===== src/rtl/fetch_unit_if.sv =====
// Fetch-stage bus: ROM address/data, the decode valid/ready handshake, and the execute redirect.
// master = fetch_unit, slave = ROM/decode/execute side.
interface fetch_unit_if;
    logic [15:0] rom_addr;
    logic [31:0] rom_data;
    logic        instr_valid;
    logic        instr_ready;
    logic [31:0] instr;
    logic [15:0] instr_pc;
    logic        redirect_valid;
    logic [15:0] redirect_pc;
    logic        br_wait;

    modport master (
        output rom_addr,
        input  rom_data,
        output instr_valid,
        input  instr_ready,
        output instr,
        output instr_pc,
        input  redirect_valid,
        input  redirect_pc,
        output br_wait
    );

    modport slave (
        input  rom_addr,
        output rom_data,
        input  instr_valid,
        output instr_ready,
        input  instr,
        input  instr_pc,
        output redirect_valid,
        output redirect_pc,
        input  br_wait
    );
endinterface


===== src/rtl/fetch_unit.sv =====
// Instruction fetch: PC register, combinational ROM access, small instr/PC FIFO to decode.
// Unconditional B resolves in-stage; BR halts fetch until execute redirects.
//
// state   | meaning
// --------+--------------------------------------------------
// RUN     | fetching, one push per cycle when FIFO has room
// WAIT_BR | BR pushed, no fetch until redirect_valid
module fetch_unit #(
    parameter logic [15:0] RESET_PC = 16'h0000,
    parameter int          DEPTH    = 2
) (
    input logic          clk,
    input logic          reset,
    fetch_unit_if.master bus
);
    localparam int AW = (DEPTH > 1) ? $clog2(DEPTH) : 1;
    localparam logic [AW:0] FULL = (AW + 1)'(DEPTH);

    typedef enum logic {
        RUN,
        WAIT_BR
    } state_t;

    state_t        state;
    logic [15:0]   pc;
    logic [31:0]   mem_instr [DEPTH];
    logic [15:0]   mem_pc    [DEPTH];
    logic [AW-1:0] rd_ptr;
    logic [AW-1:0] wr_ptr;
    logic [AW:0]   count;

    logic        pop;
    logic        push;
    logic        is_b;
    logic        is_br;
    logic [15:0] next_pc;

    assign is_b  = (bus.rom_data[31:26] == 6'b000101);
    assign is_br = (bus.rom_data[31:10] == 22'b1101011000011111000000);

    // sext(imm26) truncated to 16 bits is just the low 16 bits of the word
    assign next_pc = is_b ? (pc + bus.rom_data[15:0]) : (pc + 16'd1);

    assign pop  = (count != '0) & bus.instr_ready;
    assign push = !bus.redirect_valid & (state == RUN) & ((count < FULL) | pop);

    assign bus.rom_addr    = pc;
    assign bus.instr_valid = (count != '0);
    assign bus.instr       = mem_instr[rd_ptr];
    assign bus.instr_pc    = mem_pc[rd_ptr];
    assign bus.br_wait     = (state == WAIT_BR);

    always_ff @(posedge clk or posedge reset) begin
        if (reset) begin
            state  <= RUN;
            pc     <= RESET_PC;
            rd_ptr <= '0;
            wr_ptr <= '0;
            count  <= '0;
            for (int i = 0; i < DEPTH; i++) begin
                mem_instr[i] <= '0;
                mem_pc[i]    <= '0;
            end
        end else if (bus.redirect_valid) begin
            // flush wins over any same-cycle pop or push
            state  <= RUN;
            pc     <= bus.redirect_pc;
            rd_ptr <= '0;
            wr_ptr <= '0;
            count  <= '0;
        end else begin
            if (push) begin
                mem_instr[wr_ptr] <= bus.rom_data;
                mem_pc[wr_ptr]    <= pc;
                wr_ptr            <= wr_ptr + 1'b1;
                pc                <= next_pc;
                if (is_br) begin
                    state <= WAIT_BR;
                end
            end
            if (pop) begin
                rd_ptr <= rd_ptr + 1'b1;
            end
            case ({push, pop})
                2'b10:   count <= count + 1'b1;
                2'b01:   count <= count - 1'b1;
                default: count <= count;
            endcase
        end
    end
endmodule


===== src/flat_wrapper.sv =====
// flat-port wrapper written by rule: the top's interface ports become plain ports
module fetch_unit_flat 
#(
    parameter logic [15:0] RESET_PC = 16'h0000,
    parameter int          DEPTH    = 2
)
  (clk, reset, bus_rom_addr, bus_rom_data, bus_instr_valid, bus_instr_ready, bus_instr, bus_instr_pc, bus_redirect_valid, bus_redirect_pc, bus_br_wait);
  fetch_unit_if bus_i ();
  input logic clk;
  input logic reset;
  output wire logic [$bits(bus_i.rom_addr)-1:0] bus_rom_addr;
  input wire logic [$bits(bus_i.rom_data)-1:0] bus_rom_data;
  output wire logic [$bits(bus_i.instr_valid)-1:0] bus_instr_valid;
  input wire logic [$bits(bus_i.instr_ready)-1:0] bus_instr_ready;
  output wire logic [$bits(bus_i.instr)-1:0] bus_instr;
  output wire logic [$bits(bus_i.instr_pc)-1:0] bus_instr_pc;
  input wire logic [$bits(bus_i.redirect_valid)-1:0] bus_redirect_valid;
  input wire logic [$bits(bus_i.redirect_pc)-1:0] bus_redirect_pc;
  output wire logic [$bits(bus_i.br_wait)-1:0] bus_br_wait;
  assign bus_rom_addr = bus_i.rom_addr;
  assign bus_i.rom_data = bus_rom_data;
  assign bus_instr_valid = bus_i.instr_valid;
  assign bus_i.instr_ready = bus_instr_ready;
  assign bus_instr = bus_i.instr;
  assign bus_instr_pc = bus_i.instr_pc;
  assign bus_i.redirect_valid = bus_redirect_valid;
  assign bus_i.redirect_pc = bus_redirect_pc;
  assign bus_br_wait = bus_i.br_wait;
  fetch_unit #(.RESET_PC(RESET_PC), .DEPTH(DEPTH)) u_core (.clk(clk), .reset(reset), .bus(bus_i));
endmodule

===== config.mk =====
export PLATFORM = sky130hd
export DESIGN_NAME = fetch_unit_flat
export DESIGN_NICKNAME = d
export VERILOG_FILES = /design/src/rtl/fetch_unit_if.sv /design/src/rtl/fetch_unit.sv /design/src/flat_wrapper.sv
export SDC_FILE = /design/constraint.sdc
export NUM_CORES = 1
export LEC_CHECK = 0
export ABC_AREA = 1
export CORE_ASPECT_RATIO = 1.2
export CORE_MARGIN = 2
export CORE_UTILIZATION = 57
export DETAILED_ROUTE_END_ITERATION = 7
export HOLD_SLACK_MARGIN = 0.12
export PLACE_DENSITY = 0.95
export SYNTH_ARGS = -nofsm -noshare
export SYNTH_HDL_FRONTEND = slang
export SYNTH_SLANG_ARGS = --single-unit

===== constraint.sdc =====
create_clock -name clk -period 12.3 [get_ports clk]
set_input_delay 2.46 -clock clk [delete_from_list [all_inputs] [get_ports clk]]
set_output_delay 2.46 -clock clk [all_outputs]
set_load 0.005 [all_outputs]

==> results of run 1 <==
==> flip-flops by register name, summed over array words and instances (netlist names) <==
name and cells:
u_core.bus.br_wait 1, u_core.wr_ptr 1, u_core.mem_pc 32, u_core.count 2, u_core.rd_ptr 1, u_core.mem_instr 64
u_core.bus.rom_addr 16
==> Yosys cell counts, drive strengths merged, types with 3 or more instances <==
cell type	count	share of area
a21oi	13	0.010
buf	19	0.023
clkbuf	17	0.010
dfrtp	117	0.47
ha	15	0.030
inv	101	0.061
nand2	362	0.22
nand3	20	0.016
nand3b	5	0.0061
nand4	6	0.0061
nor2	33	0.020
nor3	6	0.0048
o21ai	114	0.10
or2	3	0.0030
==> per-layer routing <==
metal | wire length (um) | share of wire
met5 | 0 | 0
met4 | 931 | 0.050
met1 | 6830 | 0.37
met3 | 1760 | 0.095
met2 | 9080 | 0.49
==> path summary, 6_finish.rpt <==
path                                startpoint                      end  slack [ps]  depth (start not counted)
setup / recovery              bus_rom_data[31]  u_core.bus.rom_addr[15]        7370                         14
hold / removal             u_core.mem_instr[7]      u_core.mem_instr[7]         480                          2
setup reg to reg            u_core.bus.br_wait     u_core.mem_instr[27]        9950                          5
hold reg to reg            u_core.mem_instr[7]      u_core.mem_instr[7]         480                          2
max in group asynchronous                reset  u_core.bus.rom_addr[10]        8520                          3
min in group asynchronous                reset     u_core.mem_instr[54]        2490                          2
==> cell usage in the layout, fill, tap and decap left out, types with 2 or more instances in the layout <==
cell,synthesis,routed
clkdlybuf4s50_1,0,117
nand2_1,360,360
nor3_1,6,6
nand3b_1,5,5
o211ai_1,2,2
o21ai_1,7,7
and2_1,2,2
bufinv_16,0,5
a31oi_1,2,2
clkbuf_1,17,2
ha_1,15,15
o21ai_0,94,94
nand4_1,6,6
clkinv_2,0,3
or2_2,3,3
o21ai_2,12,12
nor2_1,33,33
nand3_1,20,20
dfrtp_1,117,117
inv_2,2,2
clkbuf_8,0,3
inv_1,99,98
a21oi_1,13,13
buf_4,4,4
clkbuf_16,0,17
==> cell type report <==
class | count | share of cell area
timing repair buffer | 121 | 0.150
tap | 129 | 0.0202
clock buffer | 22 | 0.0592
sequential | 117 | 0.366
inverter | 101 | 0.0477
clock inverter | 9 | 0.0217
multi-input combinational | 588 | 0.336
==> power by group through the flow <==
stage | Sequential (uW) | Combinational (uW) | Clock [uW]
after floorplan | 616 | 323 | 0
after global placement | 635 | 560 | 0
after detailed placement | 642 | 584 | 0
after CTS | 644 | 603 | 543
after global routing | 663 | 670 | 562
final | 650 | 605 | 545
==> tightest hold or removal path, delay by kind of cell (launching register included) <==
family / cells / cell delay [ps]
DFF: 1 / 340
and+or+nand+nor: 1 / 50
AOI/OAI and AO/OA: 1 / 60
==> stage by stage <==
| stage | hold slack (ps) | instances | util |
|---|---|---|---|
| 2_1_floorplan | 453 | 842 | - |
| 3_3_place_gp | 465 | 1056 | 0.696 |
| 3_5_place_dp | 469 | 1056 | 0.696 |
| 4_1_cts | 483 | 1087 | 0.758 |
| 5_1_grt | 500 | 1087 | 0.758 |
| 6_report | 482 | 1087 | 0.758 |
==> cells by family after synthesis <==
group | synth area share
and+or+nand+nor | 0.280
AOI/OAI and AO/OA | 0.119
buffers and inverters | 0.0942
xor gates and xnor gates | 0.00141
adders and majority gates | 0.0335
DFF | 0.472
==> summary.md, run 1 <==
| Metric | Value |
|---|---|
| Syn_area_per_cell | ~7.4 um^2 |
| Power Density | 225 mW/mm^2 |
| Clock Latency Late Sink | around 420 ps |
| Required time worst endpoint | 12650 ps |
| Largest net degree at the start of global routing | 98 |
| Netlist Area Pre-Place | between 0.006 and 0.007 mm^2 |
| Slowest stage delay, CP | approximately 550 ps |
| CTS tree | built |
| Total power draw | between 1500 and 2000 uW |
| Setup TNS Final | 0 ps |
| Hold Vio Cnt, Final | 0 |
| Clock sinks | about 120 |
| DRC | 0 |
| # IOs | approximately 120 |
| Area occupied by multi-input gates | 0.00269 mm^2 |
| Met2 Use GR | 0.525 |
| Clock buffer depth | 2 |
| Seq/Total Area, Yosys | 0.472 |
| Via count | ~6200 |
| Initial Utilization | 0.587 |
| Crit path buffers/inverters | 2 |
| Total congestion overflow | 0 |
| Syn Nets | just over 900 |
| Max Clock Freq | about 200 MHz |
| GRT met1 Usage | 0.408 |
| Setup-failing EPs final | 0 |
| Min-delay worst type | flop to flop |
| LEAKAGE | 0.00417 uW |
| Comb power frac | 0.336 |
| Final antenna-violating net count | 0 |
| Max cap viols | 0 |
| Initial antenna violation count | 0 |
| Yosys warnings | 0 |
| Layout cells sized above 1 | 0.0564 |
| Post-CTS Hold Fix Bufs | 0 |
| Post-CTS setup buffer count | 0 |
| Unique masters post-synth | 31 |
| Sequential cell area | between 0.002 and 0.003 mm^2 |
| First-pass GRT wire length | 30.2 mm |
| Crit end category | flop |
| #FFs+latches synth | between 100 and 150 |
| Area grow syn2layout | 29.2% |
| Root buffer cell | clkbuf_16 |
| Final WS setup | roughly 7400 ps |
| Post-synth ARST share | 1.00 |
| Kind of critical path | input pin to flop |
| FP Rows | 41 |
| Critical path peak fanout | 14 |
| Clock share of power | 0.303 |
| Chip width | slightly below 100 um |
| Net Sw Frac | 0.329 |
| Vias in the first global route | ~6100 |
| Layer with the highest usage | met2 |
| N_diodes | 0 |
| Core area | 0.0106 mm^2 |
| Resized Gates After CTS | 0 |
| Design area | 0.00801 mm^2 |
| CP Data Arrival Time | about 5300 ps |
| Skew final | between 5 and 6 ps |
| Die footprint | between 0.01 and 0.015 mm^2 |
| Crit path time final | 4930 ps |
| Pre-CTS WS | ~7000 ps |
| DR iter-0 viols | between 600 and 700 |
| Top cell by count, worst path | nand2_1 |
| CP startpoint kind | input pin |
| Cells after Synth | about 840 |
| M3 GR Usage | 0.0857 |
| Gr usage total | 0.328 |
| Max-slew violations | 0 |
| Vias/cell | between 5 and 6 |
| Worst IR drop on VDD | approximately 0.11 mV |
| Critical path's top delay family | simple AND/OR/NAND/NOR gates |
| TritonRoute pass-1 iters | 8 |
| Placed Area | about 0.0074 mm^2 |
| Drt wl/cell | around 17 um |
| Fin nets | 1014 |
| DP HPWL | between 10 and 15 mm |
| Cell with the largest stage delay on the worst path | clkdlybuf4s50_1 |
| Die Y | between 100 and 150 um |
| Number of flops mapped to enable cells by yosys | 0 |
| Placer Congestion | slightly above 0.9 |
| Worst slew margin | 0.326 |
| Worst-Margin Slew | approximately 1000 ps |
| Number of H-tree levels | 4 |
| Total CTS buffers | 17 |
| RSZ-0062 raised after global routing | no |
| Predominant post-synthesis flop cell | dfrtp_1 |
| Net Switching | around 600 uW |
| I/O Buffers | between 100 and 150 |
| Status | completed |
| Power share of the sequential group | 0.361 |
| WL final | roughly 19 mm |
| Internal | roughly 1200 uW |
| Fillers | a little under 700 |
| Fin crit share | 0.401 |
| Reg clk slew, reported paths | about 50 ps |
| CP Cell Sequence | clkdlybuf4s50_1 > nor2_1 > nand2_1 > nor2_1 > ha_1 > nand2_1 > inv_1 > a21oi_1 > nand2_1 > nand2_1 > nand2_1 > nand2_1 > nand3_1 > nand2_1 |
Note: power is estimated with default switching activity, not from simulation.
==> run 2, diff against run 1 <==
CORE_UTILIZATION = 53   (was 57)
PLACE_DENSITY = 0.9   (was 0.95)
clock period = 4.9 ns   (was 12.3 ns; I/O delays follow)
==> run 2 against run 1 <==
  * Final cell count up 2.9%
  * Die area up 7.3%
  * Critical path type is now flop to output port
  * Hold slack worse by 1.6 ps
==> summary.md, run 2 (same netlist as run 1, synthesis figures left out) <==
| Metric | Value |
|---|---|
| Top cell by count, worst path | nand2_1 |
| Worst slew margin | 0.304 |
| Clock sinks | 117 |
| Largest net degree at the start of global routing | 97 |
| Skew final | 8.31 ps |
| RSZ-0062 raised after global routing | no |
| Commonest non-fill, non-tap cell in the layout | nand2_1 |
| Sequential cell area | just under 0.003 mm^2 |
| Required time worst endpoint | ~3900 ps |
| Chip width | 103 um |
| Drt wl/cell | 15.6 um |
| WL final | 17.4 mm |
| Slowest stage delay, CP | between 500 and 600 ps |
| Number of H-tree levels | 4 |
| First-pass GRT wire length | 27.7 mm |
| CTS tree | built |
| Vias in the first global route | approximately 5900 |
| Final antenna-violating net count | 0 |
| Placed Area | roughly 0.0074 mm^2 |
| Root buffer cell | clkbuf_16 |
| Reg2reg path depth | 6 |
| Crit path time final | approximately 3300 ps |
| Die Y | 122 um |
| LEAKAGE | between 0.004 and 0.005 uW |
| Setup TNS Final | 0 ps |
| Reg clk slew, reported paths | roughly 50 ps |
| Cell with the largest stage delay on the worst path | clkdlybuf4s50_1 |
| Commonest cells after routing, fill and taps aside | 360 x nand2_1, 117 x clkdlybuf4s50_1, 117 x dfrtp_1 |
| Layout cells sized above 1 | 0.0583 |
| FP Rows | 43 |
| Area grow syn2layout | 30.4% |
| Min-delay worst type | flop to flop |
| Clock Latency Late Sink | between 400 and 500 ps |
| Status | completed |
| Total congestion overflow | 0 |
| Biggest register | u_core.mem_instr |
| Max Clock Freq | roughly 300 MHz |
| Worst Hold Depth | 2 |
| DP HPWL | about 11 mm |
| I/O Buffers | approximately 120 |
| Post-CTS Hold Fix Bufs | 0 |
| Kind of critical path | flop to output port |
| Gr usage total | 0.287 |
| CP Data Arrival Time | ~2400 ps |
| # IOs | approximately 120 |
| Post-CTS setup buffer count | 0 |
| Initial antenna violation count | 0 |
| Setup-failing EPs final | 0 |
| Max reg flops | between 60 and 70 |
| Core area | roughly 0.011 mm^2 |
| Worst IR drop on VDD | about 0.25 mV |
| Initial Utilization | 0.541 |
| CP Cell Sequence | inv_1 > buf_4 > nand2_1 > nand2_1 > clkdlybuf4s50_1 |
| Fin nets | 1016 |
| Worst-Margin Slew | 1040 ps |
| Hold Vio Cnt, Final | 0 |
| Resized Gates After CTS | 0 |
| Clock buffer depth | 2 |
| DR iter-0 viols | between 400 and 500 |
| Design area | about 0.0081 mm^2 |
| DRC | 0 |
| Vias/cell | approximately 5.3 |
| Power Density | about 560 mW/mm^2 |
| Max-slew violations | 0 |
| Via count | around 6000 |
| N_diodes | 0 |
| Max cap viols | 0 |
| Total CTS buffers | 17 |
| Fillers | about 860 |
| TritonRoute pass-1 iters | 8 |
| Die footprint | between 0.01 and 0.015 mm^2 |
| Crit end category | output port |
| Placer Congestion | about 0.95 |
| Fin crit share | 0.680 |
| Area occupied by multi-input gates | roughly 0.0027 mm^2 |
| Total power draw | 4490 uW |
| CP startpoint kind | flop |
| Critical path peak fanout | 39 |
run 2: where the power goes:
| part | internal, uW | switching, uW | leakage [uW] |
|---|---|---|---|
| sequential | 1360 | 248 | 0.00144 |
| combinational | 736 | 762 | 0.00243 |
| clock | 955 | 429 | 0.000324 |
| total | 3050 | 1440 | 0.00419 |
run 2: path summary, 6_finish.rpt:
kind	start	endpoint	slack [ps]
max in group asynchronous	reset	u_core.mem_pc[10]	3050
min	u_core.mem_instr[9]	u_core.mem_instr[9]	480
min in group asynchronous	reset	u_core.mem_instr[25]	940
max reg2reg	u_core.count[1]	u_core.mem_instr[31]	2600
max	u_core.rd_ptr	bus_instr[30]	1570
min reg2reg	u_core.mem_instr[9]	u_core.mem_instr[9]	480
run 2: layout make-up:
class | count | share of cell area
clock buffer | 24 | 0.0608
clock inverter | 8 | 0.0209
inverter | 101 | 0.0472
multi-input combinational | 588 | 0.333
sequential | 117 | 0.362
tap | 157 | 0.0243
timing repair buffer | 123 | 0.152
run 2: worst max-delay path: cells and delay by family, from the launching register on:
family / cells / cell delay (ps)
AND/OR/NAND/NOR: 2 / 220
flip-flops: 1 / 370
buffers and inverters: 3 / 1340
run 2: routing by layer:
metal	wire (um)	track usage	vias to the layer above
li1	-	-	2830
met1	6850	0.338	2837
met2	8930	0.498	254
met3	1050	0.0638	57
met4	615	0.126	0
met5	0	0	-
run 2: metrics by stage:
| step | setup slack [ps] | cells | util | hold slack, ps |
|---|---|---|---|---|
| 5_1_grt | 1520 | 1118 | 0.705 | 508 |
| 4_1_cts | 1580 | 1118 | 0.705 | 482 |
| 6_report | 1570 | 1118 | 0.705 | 480 |
| 2_1_floorplan | 819 | 842 | - | 453 |
| 3_5_place_dp | 1390 | 1086 | 0.648 | 469 |
| 3_3_place_gp | 1420 | 1086 | 0.648 | 464 |
